===== src/rtl/inst_fetch_pkg.sv =====
// Shared types and constants for the instruction fetch stage.
package inst_fetch_pkg;

  localparam int ADDR_W_DEF = 16;
  localparam int INST_W_DEF = 16;

  localparam logic [15:0] NOP = 16'h0000;

  typedef enum logic [1:0] {
    S_IDLE  = 2'd0,
    S_REQ   = 2'd1,
    S_HOLD  = 2'd2,
    S_DRAIN = 2'd3
  } fetch_state_t;

endpackage


===== src/rtl/inst_fetch_if.sv =====
// Fetch-stage bus: decode-side control/delivery plus the instruction memory port.
interface inst_fetch_if
  import inst_fetch_pkg::*;
#(
  parameter int ADDR_W = ADDR_W_DEF,
  parameter int INST_W = INST_W_DEF
);

  // Handshakes: a memory read transfers on the cycle O_MEM_REQ=1 and I_MEM_ACK=1
  // (REQ/ADDR held stable until then); an instruction transfers to the decoder
  // on the cycle O_VLD=1 and I_STALL=0 (O_INST/O_PC held stable until then).
  logic              I_EN;
  logic              I_STALL;
  logic              I_BR_TAKEN;
  logic [ADDR_W-1:0] I_BR_ADDR;
  logic              O_MEM_REQ;
  logic [ADDR_W-1:0] O_MEM_ADDR;
  logic              I_MEM_ACK;
  logic [INST_W-1:0] I_MEM_DATA;
  logic [INST_W-1:0] O_INST;
  logic [ADDR_W-1:0] O_PC;
  logic              O_VLD;

  modport master (
    input  I_EN, I_STALL, I_BR_TAKEN, I_BR_ADDR, I_MEM_ACK, I_MEM_DATA,
    output O_MEM_REQ, O_MEM_ADDR, O_INST, O_PC, O_VLD
  );

  modport slave (
    output I_EN, I_STALL, I_BR_TAKEN, I_BR_ADDR, I_MEM_ACK, I_MEM_DATA,
    input  O_MEM_REQ, O_MEM_ADDR, O_INST, O_PC, O_VLD
  );

endinterface


===== src/rtl/fetch_skid_buf.sv =====
// Two-entry skid: output register presented to decode plus one hold entry.
module fetch_skid_buf
  import inst_fetch_pkg::*;
#(
  parameter int ADDR_W = ADDR_W_DEF,
  parameter int INST_W = INST_W_DEF
) (
  input  logic              clk,
  input  logic              rst_n,
  input  logic              flush,
  input  logic              push,
  input  logic [INST_W-1:0] push_inst,
  input  logic [ADDR_W-1:0] push_pc,
  input  logic              pop,
  output logic [INST_W-1:0] out_inst,
  output logic [ADDR_W-1:0] out_pc,
  output logic              out_vld,
  output logic              hold_vld
);

  logic [INST_W-1:0] hold_inst;
  logic [ADDR_W-1:0] hold_pc;
  logic              out_free;

  // Output register can take a new entry when empty or being consumed.
  assign out_free = !out_vld || pop;

  always_ff @(posedge clk or negedge rst_n) begin
    if (!rst_n) begin
      out_inst  <= INST_W'(NOP);
      out_pc    <= '0;
      out_vld   <= 1'b0;
      hold_inst <= INST_W'(NOP);
      hold_pc   <= '0;
      hold_vld  <= 1'b0;
    end else if (flush) begin
      out_vld  <= 1'b0;
      hold_vld <= 1'b0;
    end else if (out_free) begin
      if (hold_vld) begin
        out_inst <= hold_inst;
        out_pc   <= hold_pc;
        out_vld  <= 1'b1;
        hold_vld <= push;
        if (push) begin
          hold_inst <= push_inst;
          hold_pc   <= push_pc;
        end
      end else if (push) begin
        out_inst <= push_inst;
        out_pc   <= push_pc;
        out_vld  <= 1'b1;
      end else begin
        out_vld <= 1'b0;
      end
    end else if (push) begin
      hold_inst <= push_inst;
      hold_pc   <= push_pc;
      hold_vld  <= 1'b1;
    end
  end

endmodule


===== src/rtl/inst_fetch.sv =====
// Instruction fetch: PC, single-outstanding memory reads, 2-entry skid, branch flush.
// Optional INST_FETCH_PERF_EN adds consumed-instruction and redirect counters.
module inst_fetch
  import inst_fetch_pkg::*;
#(
  parameter int                ADDR_W   = ADDR_W_DEF,
  parameter int                INST_W   = INST_W_DEF,
  parameter logic [ADDR_W-1:0] RESET_PC = '0
) (
  input  logic         I_CLK,
  input  logic         I_RSTN,
  inst_fetch_if.master bus,
`ifdef INST_FETCH_PERF_EN
  output logic [15:0]  O_FETCH_CNT,
  output logic [15:0]  O_FLUSH_CNT,
`endif
  output fetch_state_t dbg_state
);

  fetch_state_t      state, state_n;
  logic [ADDR_W-1:0] pc, pc_n;
  logic              mem_req, req_n;
  logic [ADDR_W-1:0] mem_addr, addr_n;
  logic              push;
  logic              pop;
  logic              ack_fire;
  logic              out_vld;
  logic              hold_vld;

  assign ack_fire = mem_req && bus.I_MEM_ACK;
  assign pop      = out_vld && !bus.I_STALL;

  always_ff @(posedge I_CLK or negedge I_RSTN) begin
    if (!I_RSTN) begin
      state    <= S_IDLE;
      pc       <= RESET_PC;
      mem_req  <= 1'b0;
      mem_addr <= RESET_PC;
    end else begin
      state    <= state_n;
      pc       <= pc_n;
      mem_req  <= req_n;
      mem_addr <= addr_n;
    end
  end

  always_comb begin
    state_n = state;
    pc_n    = pc;
    req_n   = mem_req;
    addr_n  = mem_addr;
    push    = 1'b0;
    if (bus.I_BR_TAKEN) begin
      // Redirect wins over everything; an un-acked request must still complete.
      pc_n = bus.I_BR_ADDR;
      if (mem_req && !bus.I_MEM_ACK) begin
        state_n = S_DRAIN;
      end else if (bus.I_EN) begin
        state_n = S_REQ;
        req_n   = 1'b1;
        addr_n  = bus.I_BR_ADDR;
      end else begin
        state_n = S_IDLE;
        req_n   = 1'b0;
      end
    end else begin
      case (state)
        S_IDLE: begin
          if (bus.I_EN && !hold_vld) begin
            state_n = S_REQ;
            req_n   = 1'b1;
            addr_n  = pc;
          end
        end
        S_REQ: begin
          if (ack_fire) begin
            push = 1'b1;
            pc_n = pc + ADDR_W'(1);
            // Word lands in the hold entry when the output is occupied and stalled.
            if (out_vld && !pop) begin
              state_n = S_HOLD;
              req_n   = 1'b0;
            end else if (bus.I_EN) begin
              addr_n = pc + ADDR_W'(1);
            end else begin
              state_n = S_IDLE;
              req_n   = 1'b0;
            end
          end
        end
        S_HOLD: begin
          if (pop) begin
            if (bus.I_EN) begin
              state_n = S_REQ;
              req_n   = 1'b1;
              addr_n  = pc;
            end else begin
              state_n = S_IDLE;
            end
          end
        end
        S_DRAIN: begin
          if (ack_fire) begin
            if (bus.I_EN) begin
              state_n = S_REQ;
              req_n   = 1'b1;
              addr_n  = pc;
            end else begin
              state_n = S_IDLE;
              req_n   = 1'b0;
            end
          end
        end
        default: begin
          state_n = S_IDLE;
          req_n   = 1'b0;
        end
      endcase
    end
  end

  fetch_skid_buf #(
    .ADDR_W (ADDR_W),
    .INST_W (INST_W)
  ) u_skid (
    .clk       (I_CLK),
    .rst_n     (I_RSTN),
    .flush     (bus.I_BR_TAKEN),
    .push      (push),
    .push_inst (bus.I_MEM_DATA),
    .push_pc   (pc),
    .pop       (pop),
    .out_inst  (bus.O_INST),
    .out_pc    (bus.O_PC),
    .out_vld   (out_vld),
    .hold_vld  (hold_vld)
  );

  assign bus.O_MEM_REQ  = mem_req;
  assign bus.O_MEM_ADDR = mem_addr;
  assign bus.O_VLD      = out_vld;
  assign dbg_state      = state;

`ifdef INST_FETCH_PERF_EN
  always_ff @(posedge I_CLK or negedge I_RSTN) begin
    if (!I_RSTN) begin
      O_FETCH_CNT <= '0;
      O_FLUSH_CNT <= '0;
    end else begin
      if (pop)            O_FETCH_CNT <= O_FETCH_CNT + 16'd1;
      if (bus.I_BR_TAKEN) O_FLUSH_CNT <= O_FLUSH_CNT + 16'd1;
    end
  end
`endif

endmodule


===== src/flat_wrapper.sv =====
// flat-port wrapper written by rule: the top's interface ports become plain ports
module inst_fetch_flat import inst_fetch_pkg::*;
#(
  parameter int                ADDR_W   = ADDR_W_DEF,
  parameter int                INST_W   = INST_W_DEF,
  parameter logic [ADDR_W-1:0] RESET_PC = '0
)
  (I_CLK, I_RSTN, dbg_state, bus_I_EN, bus_I_STALL, bus_I_BR_TAKEN, bus_I_BR_ADDR, bus_I_MEM_ACK, bus_I_MEM_DATA, bus_O_MEM_REQ, bus_O_MEM_ADDR, bus_O_INST, bus_O_PC, bus_O_VLD);
  inst_fetch_if #(.ADDR_W(ADDR_W), .INST_W(INST_W)) bus_i ();
  input  logic I_CLK;
  input  logic I_RSTN;
  output fetch_state_t dbg_state;
  input wire logic [$bits(bus_i.I_EN)-1:0] bus_I_EN;
  input wire logic [$bits(bus_i.I_STALL)-1:0] bus_I_STALL;
  input wire logic [$bits(bus_i.I_BR_TAKEN)-1:0] bus_I_BR_TAKEN;
  input wire logic [$bits(bus_i.I_BR_ADDR)-1:0] bus_I_BR_ADDR;
  input wire logic [$bits(bus_i.I_MEM_ACK)-1:0] bus_I_MEM_ACK;
  input wire logic [$bits(bus_i.I_MEM_DATA)-1:0] bus_I_MEM_DATA;
  output wire logic [$bits(bus_i.O_MEM_REQ)-1:0] bus_O_MEM_REQ;
  output wire logic [$bits(bus_i.O_MEM_ADDR)-1:0] bus_O_MEM_ADDR;
  output wire logic [$bits(bus_i.O_INST)-1:0] bus_O_INST;
  output wire logic [$bits(bus_i.O_PC)-1:0] bus_O_PC;
  output wire logic [$bits(bus_i.O_VLD)-1:0] bus_O_VLD;
  assign bus_i.I_EN = bus_I_EN;
  assign bus_i.I_STALL = bus_I_STALL;
  assign bus_i.I_BR_TAKEN = bus_I_BR_TAKEN;
  assign bus_i.I_BR_ADDR = bus_I_BR_ADDR;
  assign bus_i.I_MEM_ACK = bus_I_MEM_ACK;
  assign bus_i.I_MEM_DATA = bus_I_MEM_DATA;
  assign bus_O_MEM_REQ = bus_i.O_MEM_REQ;
  assign bus_O_MEM_ADDR = bus_i.O_MEM_ADDR;
  assign bus_O_INST = bus_i.O_INST;
  assign bus_O_PC = bus_i.O_PC;
  assign bus_O_VLD = bus_i.O_VLD;
  inst_fetch #(.ADDR_W(ADDR_W), .INST_W(INST_W), .RESET_PC(RESET_PC)) u_core (.I_CLK(I_CLK), .I_RSTN(I_RSTN), .bus(bus_i), .dbg_state(dbg_state));
endmodule

===== config.mk =====
export PLATFORM = sky130hd
export DESIGN_NAME = inst_fetch_flat
export DESIGN_NICKNAME = d
export VERILOG_FILES = /design/src/rtl/inst_fetch_pkg.sv /design/src/rtl/inst_fetch_if.sv /design/src/rtl/fetch_skid_buf.sv /design/src/rtl/inst_fetch.sv /design/src/flat_wrapper.sv
export SDC_FILE = /design/constraint.sdc
export NUM_CORES = 1
export LEC_CHECK = 0
export BUFFER_PORTS_ARGS = -buffer_cell sky130_fd_sc_hd__buf_2
export CORE_UTILIZATION = 63
export CTS_BUF_LIST = sky130_fd_sc_hd__clkbuf_4 sky130_fd_sc_hd__clkbuf_8
export DETAILED_ROUTE_END_ITERATION = 10
export GPL_TIMING_DRIVEN = 1
export PLACE_DENSITY_LB_ADDON = 0.15
export SLEW_MARGIN = 20
export SYNTH_ARGS = -nofsm -noshare
export SYNTH_HDL_FRONTEND = slang
export SYNTH_SLANG_ARGS = --single-unit

===== constraint.sdc =====
create_clock -name I_CLK -period 3.5 [get_ports I_CLK]
set_input_delay 0.525 -clock I_CLK [delete_from_list [all_inputs] [get_ports I_CLK]]
set_output_delay 0.525 -clock I_CLK [all_outputs]
set_load 0.03 [all_outputs]

==> out/metrics.yaml <==
area_delta_synth_final_pct: 13.5
setup_tns_ns: 0
clockBufferDepth: 2
post-cts-setup-buffers: 0
path_clk_slew_ns: 0.10
gr-max-usage-layer: "met2"
vdd_drop_max_uv: 394
nNetsFinal: 561
cts_resized: 0
clk_latency_ns: 0.37
grt_overflow: 0
fin_skew_ns: 0.0116
gp_congestion: 0.949
final_common_cell: "dfrtp_1"
drive_gt1_frac: 0.357
status: "completed"
die_area_um2: 8730
die_x_um: 93.4
cts_root_buf: "clkbuf_8"
holdBufCountCts: 0
path_cells: "nor3b_2 -> nand3_1 -> nor2_2 -> buf_4 -> mux2_2"
vias: 3890
hold_slack_ns: 0.166
tightest_slew_ns: 0.692
power.total_mw: 4.41
hp-class: "primary input to async pin"
dp_hpwl_um: 7730
endpoint_kind: "register"
grt_pass1_vias: 3870
layout_common_cells: "dfrtp_1, buf_2, mux2_2"
rsz0062_at_grt: "no"
ant_nets: 0
slew_violations: 0
drt-pass1-iter-count: 4
yosysUniqueCellTypes: 59
worstPathMaxFanout: 32
diodes: 0
ios: 90
grt_first_pass_wirelength_um: 18900
post-route-drc-count: 0
ys_seq_elements: 101
fp-row-count: 32
crit_family: "simple AND/OR/NAND/NOR gates"
start_kind: "register"
fmax_mhz: 377
use_met3: 0.0398
post-route-util: 0.758
synth_ff_type: "dfrtp_1"
grtUsageTotal: 0.281
syn_avg_cell_area_um2: 11.7
die_y_um: 93.4
power.density_nw_per_um2: 737
grt_max_degree: 102
async_flop_share: 1.00
finalHoldViolCount: 0
routed_wl_um: 11400
antenna_found_initial: 0
numClockSinks: 101
start_util: 0.668
min_period_ns: 2.65
design_area_um2: 5980
dpl_cell_area_um2: 5750
place_inst: 613
ctsHtreeMaxLevel: 3
netlist_area_um2: 5270
cap_violations: 0
drtIter0Drc: 240
yosys_warnings: 0
synth_nets: 489
crit_arrival_ns: 2.90
core_um2: 7890
vias_per_cell: 6.18
p_leak_nw: 2.71
cp_slowest_cell: "dfrtp_1"
wl_per_cell_um: 18.1
cpPeakStageDelay_ns: 0.63
yosysSeqAreaShare: 0.480
timing.final.ws_setup_ns: 0.846
synthCells: 450
io_buffers: 89
slew_headroom: 0.539
finalCritPeriodShare: 0.758
synth-edff-count: 0
post-place-ws_ns: 0.660
cp.buffers_inverters: 1
cts_tree: "done"
finalNonFillerCells: 629
setup_viol: 0
critPathRequiredTime_ns: 3.75
grtUsageMet1: 0.386
cts_made_buffers: 9
path_class: "register to register"
grtUsageMet2: 0.447
synth_stat cells (all sizes together), types with 8 or more instances:
master	number	area, µm²
nor4	9	56.3
a31oi	11	68.8
nor3	8	40.0
nand3	11	55.1
a21boi	9	67.6
nor2b	8	50.1
mux2	106	1200
nor2	16	65.1
clkbuf	12	45.0
dfrtp	101	2530
nand2	22	85.1
o21ai	19	98.9
buf	24	140
xnor2	10	87.6
worst paths after layout:
| path | to | slack (ns) | cells past startpoint | startpoint |
|---|---|---|---|---|
| min in group I_CLK | u_core.pc[3]$_DFFE_PN0P_ | 0.38 | 3 | bus_I_BR_ADDR[3] |
| setup reg to reg | u_core.u_skid.hold_pc[14]$_DFFE_PN0P_ | 0.85 | 5 | u_core.dbg_state[0]$_DFFE_PN0P_ |
| max in group asynchronous | u_core.u_skid.out_pc[11]$_DFFE_PN0P_ | 2.87 | 2 | I_RSTN |
| setup / recovery | u_core.u_skid.hold_pc[14]$_DFFE_PN0P_ | 0.85 | 5 | u_core.dbg_state[0]$_DFFE_PN0P_ |
| hold reg to reg | u_core.u_skid.hold_inst[2]$_DFFE_PN0P_ | 0.49 | 1 | u_core.u_skid.hold_inst[2]$_DFFE_PN0P_ |
| hold / removal | u_core.pc[0]$_DFFE_PN0P_ | 0.17 | 2 | I_RSTN |
cells by family (layout without fill, tap and decap cells):
family	count (synthesis)	after routing	synth area share
AND/OR/NAND/NOR	110	110	0.125
XOR/XNOR	11	11	0.0183
adder cells (fa/ha/maj)	1	1	0.00237
multiplexers	111	111	0.238
flip-flops	101	101	0.480
buffers and inverters	43	120	0.0401
AO/OA/AOI/OAI	73	73	0.0960
state kept, by name, indices dropped and copies added, names as in the netlist:
signal                   cells
u_core.u_skid.hold_pc       16
u_core.u_skid.hold_vld       1
u_core.bus.O_MEM_ADDR       16
u_core.pc                   16
u_core.u_skid.out_pc        16
u_core.u_skid.out_inst      16
u_core.bus.O_MEM_REQ         1
u_core.dbg_state             2
u_core.u_skid.hold_inst     16
u_core.u_skid.out_vld        1
layer usage:
metal | part of all wire | routed length [µm]
met5 | 0 | 0
met4 | 0.020 | 231
met3 | 0.056 | 642
met2 | 0.49 | 5580
met1 | 0.43 | 4960
final cells by class:
type / count / area, µm²
fillers: 543 / 1910
inverters: 7 / 26.3
clock buffers: 10 / 131
repair buffers: 97 / 533
clock inverters: 6 / 95.1
well taps: 102 / 128
flip-flops and latches: 101 / 2530
multi-input cells: 306 / 2540
where the power goes:
group          internal, mW  leakage [nW]  switching [mW]
Sequential             1.52          1.27           0.295
Combinational         0.637          1.32            1.13
Clock                 0.417         0.114           0.409
No activity file was read; power rests on OpenSTA's default activity.
